`src/rtl/image_uart_tx.sv`:
```
// Streams NUM_BYTES bytes from block RAM, starting at address 0, over an 8N1 UART line.
// Each byte is fetched from RAM, then sent as a start bit, 8 data bits LSB first, and a stop bit.
module image_uart_tx #(
    parameter int unsigned CLKS_PER_BIT = 868,
    parameter int unsigned NUM_BYTES    = 3969,
    parameter int unsigned ADDR_W       = 12,
    parameter int unsigned READ_LATENCY = 2
) (
    input  logic              clk,
    input  logic              reset,
    input  logic              start,
    input  logic              abort,
    output logic              rd_en,
    output logic [ADDR_W-1:0] rd_addr,
    input  logic [7:0]        rd_data,
    output logic              tx,
    output logic              busy,
    output logic              done,
    output logic [ADDR_W-1:0] byte_cnt
);
    localparam int unsigned TMR_W  = (CLKS_PER_BIT > 1) ? $clog2(CLKS_PER_BIT) : 1;
    localparam int unsigned WAIT_W = $clog2(READ_LATENCY + 1);
    localparam logic [TMR_W-1:0]  TMR_LAST  = TMR_W'(CLKS_PER_BIT - 1);
    localparam logic [WAIT_W-1:0] WAIT_LAST = WAIT_W'(READ_LATENCY);
    localparam logic [ADDR_W-1:0] LAST_BYTE = ADDR_W'(NUM_BYTES - 1);

    typedef enum logic [2:0] {IDLE, FETCH, START, DATA, STOP, DONE} state_t;

    state_t            state, state_n;
    logic [7:0]        shift_reg, shift_reg_n;
    logic [2:0]        bit_idx, bit_idx_n;
    logic [TMR_W-1:0]  bit_tmr, bit_tmr_n;
    logic [WAIT_W-1:0] wait_cnt, wait_cnt_n;
    logic              tx_n, busy_n, done_n, rd_en_n;
    logic [ADDR_W-1:0] rd_addr_n, byte_cnt_n;

    // State and output registers; reset forces the line idle-high immediately.
    always_ff @(posedge clk or posedge reset) begin
        if (reset) begin
            state     <= IDLE;
            shift_reg <= '0;
            bit_idx   <= '0;
            bit_tmr   <= '0;
            wait_cnt  <= '0;
            tx        <= 1'b1;
            busy      <= 1'b0;
            done      <= 1'b0;
            rd_en     <= 1'b0;
            rd_addr   <= '0;
            byte_cnt  <= '0;
        end else begin
            state     <= state_n;
            shift_reg <= shift_reg_n;
            bit_idx   <= bit_idx_n;
            bit_tmr   <= bit_tmr_n;
            wait_cnt  <= wait_cnt_n;
            tx        <= tx_n;
            busy      <= busy_n;
            done      <= done_n;
            rd_en     <= rd_en_n;
            rd_addr   <= rd_addr_n;
            byte_cnt  <= byte_cnt_n;
        end
    end

    // Next-state logic; tx_n is the line level for the cycle after this edge.
    always_comb begin
        state_n     = state;
        shift_reg_n = shift_reg;
        bit_idx_n   = bit_idx;
        bit_tmr_n   = bit_tmr;
        wait_cnt_n  = wait_cnt;
        tx_n        = tx;
        busy_n      = busy;
        done_n      = 1'b0;
        rd_en_n     = rd_en;
        rd_addr_n   = rd_addr;
        byte_cnt_n  = byte_cnt;

        case (state)
            IDLE: begin
                tx_n = 1'b1;
                if (start) begin
                    rd_addr_n  = '0;
                    rd_en_n    = 1'b1;
                    byte_cnt_n = '0;
                    busy_n     = 1'b1;
                    wait_cnt_n = '0;
                    state_n    = FETCH;
                end
            end
            FETCH: begin
                if (wait_cnt == WAIT_LAST) begin
                    shift_reg_n = rd_data;
                    rd_en_n     = 1'b0;
                    bit_tmr_n   = '0;
                    tx_n        = 1'b0;
                    state_n     = START;
                end else begin
                    wait_cnt_n = wait_cnt + WAIT_W'(1);
                end
            end
            START: begin
                if (bit_tmr == TMR_LAST) begin
                    bit_tmr_n = '0;
                    bit_idx_n = '0;
                    tx_n      = shift_reg[0];
                    state_n   = DATA;
                end else begin
                    bit_tmr_n = bit_tmr + TMR_W'(1);
                end
            end
            DATA: begin
                if (bit_tmr == TMR_LAST) begin
                    bit_tmr_n = '0;
                    if (bit_idx == 3'd7) begin
                        tx_n    = 1'b1;
                        state_n = STOP;
                    end else begin
                        bit_idx_n = bit_idx + 3'd1;
                        tx_n      = shift_reg[bit_idx + 3'd1];
                    end
                end else begin
                    bit_tmr_n = bit_tmr + TMR_W'(1);
                end
            end
            STOP: begin
                if (bit_tmr == TMR_LAST) begin
                    bit_tmr_n  = '0;
                    byte_cnt_n = byte_cnt + ADDR_W'(1);
                    if (byte_cnt == LAST_BYTE) begin
                        done_n  = 1'b1;
                        state_n = DONE;
                    end else begin
                        rd_addr_n  = rd_addr + ADDR_W'(1);
                        rd_en_n    = 1'b1;
                        wait_cnt_n = '0;
                        state_n    = FETCH;
                    end
                end else begin
                    bit_tmr_n = bit_tmr + TMR_W'(1);
                end
            end
            DONE: begin
                tx_n    = 1'b1;
                busy_n  = 1'b0;
                state_n = IDLE;
            end
            default: begin
                state_n = IDLE;
            end
        endcase

        // Abort wins over every transition and never produces a done pulse.
        if (abort && state != IDLE) begin
            state_n   = IDLE;
            tx_n      = 1'b1;
            rd_en_n   = 1'b0;
            busy_n    = 1'b0;
            done_n    = 1'b0;
            bit_tmr_n = '0;
        end
    end
endmodule

```
`config.mk`:
```
export PLATFORM = sky130hd
export DESIGN_NAME = image_uart_tx
export DESIGN_NICKNAME = d
export VERILOG_FILES = /design/src/rtl/image_uart_tx.sv
export SDC_FILE = /design/constraint.sdc
export NUM_CORES = 1
export LEC_CHECK = 0
export ABC_AREA = 1
export ABC_CLOCK_PERIOD_IN_PS = 1400
export BUFFER_PORTS_ARGS = -buffer_cell sky130_fd_sc_hd__buf_2
export CORE_MARGIN = 5
export CORE_UTILIZATION = 53
export CTS_CLUSTER_SIZE = 24
export DETAILED_ROUTE_END_ITERATION = 16
export HOLD_SLACK_MARGIN = 0.02
export PLACE_DENSITY = 0.75
export SLEW_MARGIN = 20
export SYNTH_ARGS = -nofsm -noshare
export SYNTH_HDL_FRONTEND = slang
export SYNTH_SLANG_ARGS = --single-unit
export TNS_END_PERCENT = 1
```
`constraint.sdc`:
```
create_clock -name clk -period 1.4 [get_ports clk]
set_input_delay 0.14 -clock clk [delete_from_list [all_inputs] [get_ports clk]]
set_output_delay 0.14 -clock clk [all_outputs]
set_load 0.02 [all_outputs]
```
Word level (Yosys, flattened, before mapping)
Cells that the tools add are included.

Bits in registers: 54. Output and inout port bits: 28.

Order comparisons: 1. Reduce and logical (&&, ||, !) cells: 22. Muxes and demuxes: 47. Add/sub/neg operators: 5. Equality and inequality tests: 23.

Operators with widths (count): $mux W12 (4); $pmux W12 S2 (2); $mux W3 (11); $mux W10 (3); $add A12 B1 Y12 const B (2); $ne A3 B3 Y1 const B (7); $pmux W10 S2 (1); $mux W1 (15); $pmux W3 S5 (1); $ne A2 B2 Y1 const B (7); $eq A12 B12 Y1 const B (1); $reduce_and A4 Y1 (3); $reduce_bool A3 Y1 (4); $add A10 B1 Y10 const B (1); $eq A10 B10 Y1 const B (1); $reduce_and A5 Y1 (2); $eq A3 B3 Y1 const B (3); $mux W2 (4); $eq A3 B2 Y1 const B (2); $pmux W2 S3 (1); $pmux W3 S2 (1); $reduce_and A2 Y1 (3); $reduce_and A6 Y1 (1); $reduce_bool A5 Y1 (1); other kinds (16) (17).

Longest topological paths before layout
Gate-level depths: netlist (run 1).

Word-level depth: 7. Gate-level depth with buffers: 11. Mapped depth without buffers: 11.

Worst setup path before layout (run 1)
OpenSTA, ideal clock, no wires.

Path kind: reg2reg. From: register byte_cnt[0]. To: register rd_addr[0]. Path slack: -0.256 ns. Library setup time: 0.119 ns. Arrival: 1.538 ns. Path buffers: 1. Cell stages (with the launch flop): 11. Path through: dfrtp_1 inv_1 ha_1 nor3b_2 nand3_1 nand2_1 nand2_1 nand2_2 buf_6 nand2_1 o21ai_2.

Cells in the longest elaborated chain, start to end: 3.

RTL lines: from (decl) (RTL line 19) `output logic [ADDR_W-1:0] byte_cnt`; from (signal assigned) (RTL line 62) `byte_cnt <= byte_cnt_n;`; $eq A12 B12 Y1 (RTL line 131) `if (byte_cnt == LAST_BYTE) begin`; $ne A2 B2 Y1 (no source line); $reduce_and A4 Y1 (no source line); to (signal assigned) (RTL line 61) `rd_addr <= rd_addr_n;`; to (decl) (RTL line 14) `output logic [ADDR_W-1:0] rd_addr,`.

Every way passes these cells. A chain may end at the register's enable or synchronous reset.

Final worst setup path (run 1)
From: register bit_tmr[0]. To: register rd_addr[5].

Cells in the longest elaborated chain, start to end: 3.

RTL lines: from (decl) (RTL line 32) `logic [TMR_W-1:0] bit_tmr, bit_tmr_n;`; from (signal assigned) (RTL line 55) `bit_tmr <= bit_tmr_n;`; $eq A10 B10 Y1 (RTL line 128) `if (bit_tmr == TMR_LAST) begin`; $ne A2 B2 Y1 (no source line); $reduce_and A4 Y1 (no source line).

Every way passes these cells.

==> results by group, run 1 <==
Critical path
  • Worst Setup SP: bit_tmr[0]
  • Critical path class: flip-flop to flip-flop
  • Slowest cell on crit path: dfrtp_1
  • Critical path's top delay family: simple AND/OR/NAND/NOR gates
  • CP endpoint kind: flip-flop
  • Reg2reg setup slack: -180 ps
  • CP required: 1620 ps
  • Worst-path cell chain: ha_2 -> inv_1 -> nor2_1 -> nand4_2 -> a21oi_4 -> nand2_4 -> buf_12 -> nand2_1 -> o21ai_2
  • Setup crit start kind: flip-flop
  • Worst Path Max Fanout: 11
  • Slowest stage delay, CP: 370 ps
  • Capturing point of the worst reg2reg path: rd_addr[5]
  • Worst R2R Path Depth: 9
  • Critical Path AT: 1800 ps
  • CP Buf/Inv Count: 2
  • RR Startpoint: bit_tmr[0]

Global routing
  • Initial antenna violation count: 0
  • Global Route Usage Sum: 21.3%
  • Gr ovfl total: 0
  • First-pass GRT wire length: 14800 µm
  • Vias in the first global route: 3374
  • Pin count of the biggest net entering global routing: 22

Final layout
  • Layout cells sized above 1: 33.4%
  • Multi-input gate area in the final layout: 1880 µm²
  • Area grow syn2layout: 31.7%
  • Storage cell area: 1360 µm²
  • Nets@finish: 587
  • Non-Filler Cell Area, Final: 4480 µm²
  • Largest regs: byte_cnt (12), rd_addr (12), bit_tmr (10)
  • Layout fillers: 502
  • Ant diodes: 0

Clock tree
  • Worst-Skew Late Latency: 320 ps
  • Sink Count: 54
  • Clk buf depth: 2
  • H-tree levels: 2
  • Root Buffer: clkbuf_8
  • Clock transition at path regs: 110 ps
  • CTS tree: yes
  • Num CTS Buffers: 5

STA
  • Pins Over Slew Limit: 0
  • Fmax: 634 MHz
  • Worst Max-Slew Pin Slew: 453 ps
  • Hold WS: 55.8 ps
  • Final Cycle Share: 113%
  • Final hold vios: 0
  • Final Setup Violations: 41
  • Worst setup margin: -178 ps
  • Slew headroom: 69.8%
  • RSZ-0062 raised after global routing: yes
  • Clk_skew: 11.8 ps
  • Min cycle time layout: 1580 ps

Floorplanning
  • Die span in y: 90.1 µm
  • Die X: 90.1 µm
  • Placeable Area: 6310 µm²
  • Top-level port count: 40
  • DIE AREA: 8130 µm²
  • Starting Density: 53.9%
  • Num rows: 29

Synth
  • Sequential area share after synthesis: 39.7%
  • Unique masters post-synth: 36
  • Synthesized netlist net count: 480
  • Ys Warns: 0
  • Avg Cell Area, Syn: 7.39 µm²
  • Synth Cell Area: 3400 µm²
  • Cell count after synthesis: 461
  • #FFs+latches synth: 54

Power
  • Post-route total power: 6.30 mW
  • Pwr Density: 1410 nW/µm²
  • IR Drop Worst-Case VDD: 0.899 mV
  • Leakage: 2.23 nW

Routing
  • Initial DRT Pass Iterations: 4
  • Initial DRC count: 170
  • Routed vias: 3446
  • # DRC: 0
  • Post-DRT Antenna Nets: 0
  • Vias per cell: 5.33
  • Routed len/inst: 13.5 µm
  • Total wire length: 8720 µm

Hold path
  • Worst Hold Depth: 3
  • Worst Hold Class: input port to flip-flop
  • Min-delay src: rd_data[6]
  • Hold endpoint: shift_reg[6]

Placement
  • IO buf count: 39
  • Area after DPL: 4150 µm²
  • Placer Congestion: 0.937
  • Detail Placement HPWL: 6380 µm

Run
  • Max Cap Viol: 0

Outcome
  • Failing checks: setup timing
  • Outcome: complete, but fails checks
==> routing by layer <==
metal	routed length (µm)	GRT usage (%)
met1	3850	27.4
met5	0	0
met2	4400	36.4
met4	142	8.19
met3	326	2.67
==> how the worst max path moves through the flow <==
stage / endpoint / slack (ps) / cells past startpoint
floorplan: rd_addr[0] / -150 / 10
global placement: rd_addr[5] / -150 / 10
detailed placement: rd_addr[7] / -230 / 10
CTS: rd_addr[9] / -150 / 10
global route: rd_addr[11] / -270 / 9
finish: rd_addr[5] / -180 / 9
==> kinds of logic after synthesis <==
logic type | Yosys count | share of synthesized area, %
and+or+nand+nor | 267 | 35.7
muxes | 1 | 0.331
AOI/OAI and AO/OA | 60 | 11.6
xor gates and xnor gates | 5 | 1.29
DFF | 54 | 39.7
adders and majority gates | 7 | 2.57
buffers and inverters | 67 | 8.82
==> placed cells by master, fill, tap and decap left out, types with 2 or more instances in the layout <==
master,count
a21oi_1,17
buf_12,3
buf_2,39
buf_4,60
buf_6,4
clkbuf_8,5
clkinvlp_4,3
dfrtp_1,51
dfrtp_2,2
dlygate4sd3_1,2
ha_1,6
inv_1,46
inv_2,8
nand2_1,124
nand2_2,10
nand2_4,8
nand3_1,29
nand3_2,4
nand3b_1,6
nand4_1,23
nor2_1,43
nor2_2,6
nor2_4,3
nor3_1,4
o21ai_0,7
o21ai_1,11
o21ai_2,18
o21bai_1,2
or2_2,2
xor2_1,4
==> synth_stat cells <==
cell / n / area share, %
buf_2: 2 / 0.29
o21ai_2: 16 / 4.1
a21oi_4: 1 / 0.48
o21ai_1: 1 / 0.15
clkinv_2: 1 / 0.15
nor2_4: 1 / 0.33
nand4_2: 1 / 0.37
nand3_1: 33 / 4.9
o2111ai_1: 1 / 0.26
dfstp_2: 1 / 0.77
nand4_1: 23 / 4.2
nand2_1: 132 / 15
o21bai_1: 2 / 0.44
ha_1: 7 / 2.6
nor2_1: 47 / 5.2
buf_6: 5 / 1.7
nand2_2: 9 / 1.7
mux2_1: 1 / 0.33
nor2_2: 4 / 0.73
o211ai_1: 1 / 0.22
inv_2: 8 / 0.88
dfrtp_1: 53 / 39
buf_4: 2 / 0.44
clkbuf_1: 1 / 0.11
o21ai_4: 1 / 0.48
a21oi_1: 18 / 2.6
nor3_1: 6 / 0.88
nand2_4: 1 / 0.33
nand3b_1: 6 / 1.3
inv_1: 48 / 5.3
o21ai_0: 19 / 2.8
nor3b_2: 1 / 0.37
xor2_1: 4 / 1.0
or2_2: 2 / 0.37
nand3_4: 1 / 0.51
xnor2_1: 1 / 0.26
==> metrics by stage <==
step | util [%] | std cells | setup slack, ps | TNS (ps)
finish | 71.0 | 646 | -178 | -3800
global route | 71.0 | 646 | -266 | -7780
CTS | 69.3 | 644 | -155 | -3570
detailed placement | 65.7 | 633 | -234 | -5080
global placement | 65.7 | 633 | -147 | -2730
floorplan | - | 461 | -153 | -1850
==> report_power, final <==
part	internal, mW	switching, mW
Combinational	1.34	1.89
Sequential	1.82	0.154
Clock	0.533	0.560
==> worst register-to-register path: stages, from the launching register on <==
cell and delay, ps:
dfrtp_1 370, ha_2 190, inv_1 50, nor2_1 120
nand4_2 160, a21oi_4 210, nand2_4 110, buf_12 150
nand2_1 70, o21ai_2 60
==> cell type report <==
class,instances,area share [%]
clock buffer,5,1.54
clock inverter,3,1.00
inverter,57,4.94
multi-input combinational,340,42.0
sequential,54,30.2
tap,77,2.15
timing repair buffer,110,18.1
==> repair_timing <==
action	4_1_cts	5_1_grt
setup buffers	0	2
pin swaps	2	5
endpoints found under the setup margin	49	53
gates cloned	1	0
endpoints found under the hold margin	16	0
resized for setup	22	33
hold buffers	2	0
(Power assumes the default switching activity.)
==> inputs of run 2 (changes only) <==
--- a/config.mk
+++ b/config.mk
@@ -13,6 +13,7 @@
 export CTS_CLUSTER_SIZE = 24
 export DETAILED_ROUTE_END_ITERATION = 16
 export HOLD_SLACK_MARGIN = 0.02
+export MAX_ROUTING_LAYER = met4
 export PLACE_DENSITY = 0.75
 export SLEW_MARGIN = 20
 export SYNTH_ARGS = -nofsm -noshare
==> results by group, run 2 (synthesis gave the netlist of run 1 again) <==
Outcome
  • Outcome: complete, but fails checks
  • Failing checks: setup timing

STA
  • Final hold vios: 0 (unchanged)
  • Final Setup Violations: 40 (-2.4%)
  • Worst setup margin: -168 ps (+9.68 ps)
  • Fmax: 638 MHz (+0.62%)
  • RSZ-0062 raised after global routing: yes
  • Worst Max-Slew Pin Slew: 462 ps (+9.62 ps)
  • Clk_skew: 8.72 ps (-3.06 ps)
  • Hold WS: 23.5 ps (-32.3 ps)
  • Slew headroom: 69.1% (-0.64 points)
  • Final Cycle Share: 112% (-0.69 points)
  • Pins Over Slew Limit: 0 (unchanged)
  • Min cycle time layout: 1570 ps (-9.68 ps)

Critical path
  • Critical Path AT: 1790 ps (about the same)
  • Worst-path cell chain: ha_2 -> inv_2 -> nor2_4 -> nand4_4 -> a21oi_4 -> nand2_4 -> clkbuf_16 -> nand2_4 -> o21ai_2
  • Critical path's top delay family: flip-flops
  • Capturing point of the worst reg2reg path: rd_addr[8]
  • Critical path class: flip-flop to flip-flop
  • RR Startpoint: bit_tmr[1]
  • CP most frequent cell: nand2_4
  • CP endpoint kind: flip-flop
  • Reg2reg setup slack: -170 ps (about the same)
  • Setup crit start kind: flip-flop
  • Slowest cell on crit path: dfrtp_1
  • CP Buf/Inv Count: 2 (unchanged)
  • Slowest stage delay, CP: 380 ps (about the same)
  • Worst Path Max Fanout: 5 (-6)
  • Worst R2R Path Depth: 9 (unchanged)
  • CP required: 1620 ps (about the same)

Final layout
  • Nets@finish: 589 (+0.34%)
  • Most common cell after layout, fill and taps aside: nand2_1
  • Layout cells sized above 1: 37.7% (+4.3 points)
  • Ant diodes: 0 (unchanged)
  • Commonest cells after routing, fill and taps aside: nand2_1 (112), buf_4 (61), dfrtp_1 (50)
  • Largest regs: byte_cnt (12), rd_addr (12), bit_tmr (10)
  • Area grow syn2layout: 35.2%
  • Non-Filler Cell Area, Final: 4600 µm² (+2.7%)
  • Layout fillers: 474 (-5.6%)

Routing
  • Total wire length: 9270 µm (+6.3%)
  • # DRC: 0 (unchanged)
  • Vias per cell: 5.32 (-0.31%)
  • Routed vias: 3446 (unchanged)
  • Initial DRT Pass Iterations: 4 (unchanged)
  • Initial DRC count: 165 (-2.9%)
  • Routed len/inst: 14.3 µm (+6.0%)
  • Post-DRT Antenna Nets: 0 (unchanged)

Power
  • Pwr Density: 1470 nW/µm² (+4.7%)
  • IR Drop Worst-Case VDD: 1.30 mV (+45%)
  • Reg power frac: 29.3% (-2.1 points)
  • Clock power share: 16.6% (-0.7 points)
  • Psw: 2.82 mW (+8.2%)
  • P_int: 3.95 mW (+6.9%)
  • Gate power share: 54.1% (+2.8 points)
  • Post-route total power: 6.77 mW (+7.5%)
  • Sw Ratio: 41.6% (+0.29 points)
  • Leakage: 2.28 nW (+2.4%)

Clock tree
  • Root Buffer: clkbuf_8
  • Num CTS Buffers: 5 (unchanged)
  • CTS tree: yes
  • H-tree levels: 2 (unchanged)
  • Clk buf depth: 2 (unchanged)
  • Clock transition at path regs: 110 ps (about the same)
  • Sink Count: 54 (unchanged)
  • Worst-Skew Late Latency: 320 ps (about the same)

Placement
  • Detail Placement HPWL: 6430 µm (+0.86%)
  • Placer Congestion: 0.941 (+0.41%)
  • IO buf count: 39 (unchanged)
  • Area after DPL: 4150 µm² (unchanged)

Floorplanning
  • Starting Density: 53.9% (unchanged)
  • Placeable Area: 6310 µm² (unchanged)
  • Num rows: 29 (unchanged)
  • Die span in y: 90.1 µm (unchanged)
  • DIE AREA: 8130 µm² (unchanged)
  • Top-level port count: 40 (unchanged)
  • Die X: 90.1 µm (unchanged)

Global routing
  • Global Route Usage Sum: 22.1% (+0.84 points)
  • Pin count of the biggest net entering global routing: 22 (unchanged)
  • Vias in the first global route: 3329 (-1.3%)
  • Initial antenna violation count: 0 (unchanged)
  • First-pass GRT wire length: 14900 µm (+0.75%)
  • Gr ovfl total: 0 (unchanged)

Hold path
  • Hold endpoint: shift_reg[1]
  • Worst Hold Class: input port to flip-flop
  • Worst Hold Depth: 2 (-1)
  • Min-delay src: rd_data[1]

Run
  • Max Cap Viol: 0 (unchanged)
-- run 2: cell types whose count changed in the layout (fill, tap and decap cells not counted), moves of 3 or more --
cell     change
o21ai_1      -4
inv_1        -3
nand2_1     -12
nand2_2     +12
-- run 2: through the flow --
step | std cells | setup TNS, ps | utilization, % | setup slack, ps
floorplan | 461 | -1850 | - | -153
global placement | 633 | -2680 | 65.7 | -146
detailed placement | 633 | -3930 | 65.7 | -186
CTS | 643 | -3800 | 69.2 | -150
global route | 648 | -8110 | 72.9 | -269
finish | 648 | -3480 | 72.9 | -168
-- run 2: worst max path at each step --
stage,cells past startpoint,from,endpoint
finish,9,bit_tmr[1],rd_addr[8]
global route,10,byte_cnt[0],rd_addr[8]
CTS,9,bit_tmr[0],rd_addr[9]
detailed placement,8,bit_tmr[0],byte_cnt[6]
global placement,10,byte_cnt[0],rd_addr[5]
floorplan,10,byte_cnt[0],rd_addr[0]
-- run 2: power by group through the flow --
stage | clock, mW | sequential, mW | combinational [mW]
global placement | 0 | 1.99 | 2.66
floorplan | 0 | 2.04 | 1.78
global route | 1.21 | 2.02 | 3.96
detailed placement | 0 | 2.00 | 2.73
CTS | 1.14 | 1.97 | 3.08
finish | 1.12 | 1.98 | 3.67
-- run 2: area by class of cell --
cell class	instances	area, µm²	share of cell area [%]
multi-input combinational	340	1950	42.4
clock inverter	3	47.5	1.03
inverter	57	226	4.92
tap	77	96.3	2.09
timing repair buffer	112	857	18.6
clock buffer	5	68.8	1.50
sequential	54	1360	29.5
-- run 2: what timing repair did --
item	4_1_cts	5_1_grt
resized for setup	25	55
endpoints found under the hold margin	15	0
cloned	1	3
endpoints found under the setup margin	47	52
buffers inserted	0	2
hold buffers	1	0
pin swaps	7	15
-- run 2: worst reg2reg max path, delay by kind of cell (launching register included) --
kind / cells / cell delay, ps
flip-flops: 1 / 380
buffers and inverters: 2 / 260
adder cells (fa/ha/maj): 1 / 190
AO/OA/AOI/OAI: 2 / 270
AND/OR/NAND/NOR: 4 / 390
-- run 2: per-layer routing --
layer | global-route usage, % | share of wire [%] | wire (µm)
met3 | 3.34 | 3.1 | 285
met4 | 5.71 | 1.6 | 148
met5 | - | 0 | 0
met2 | 38.5 | 51 | 4770
met1 | 26.9 | 44 | 4060
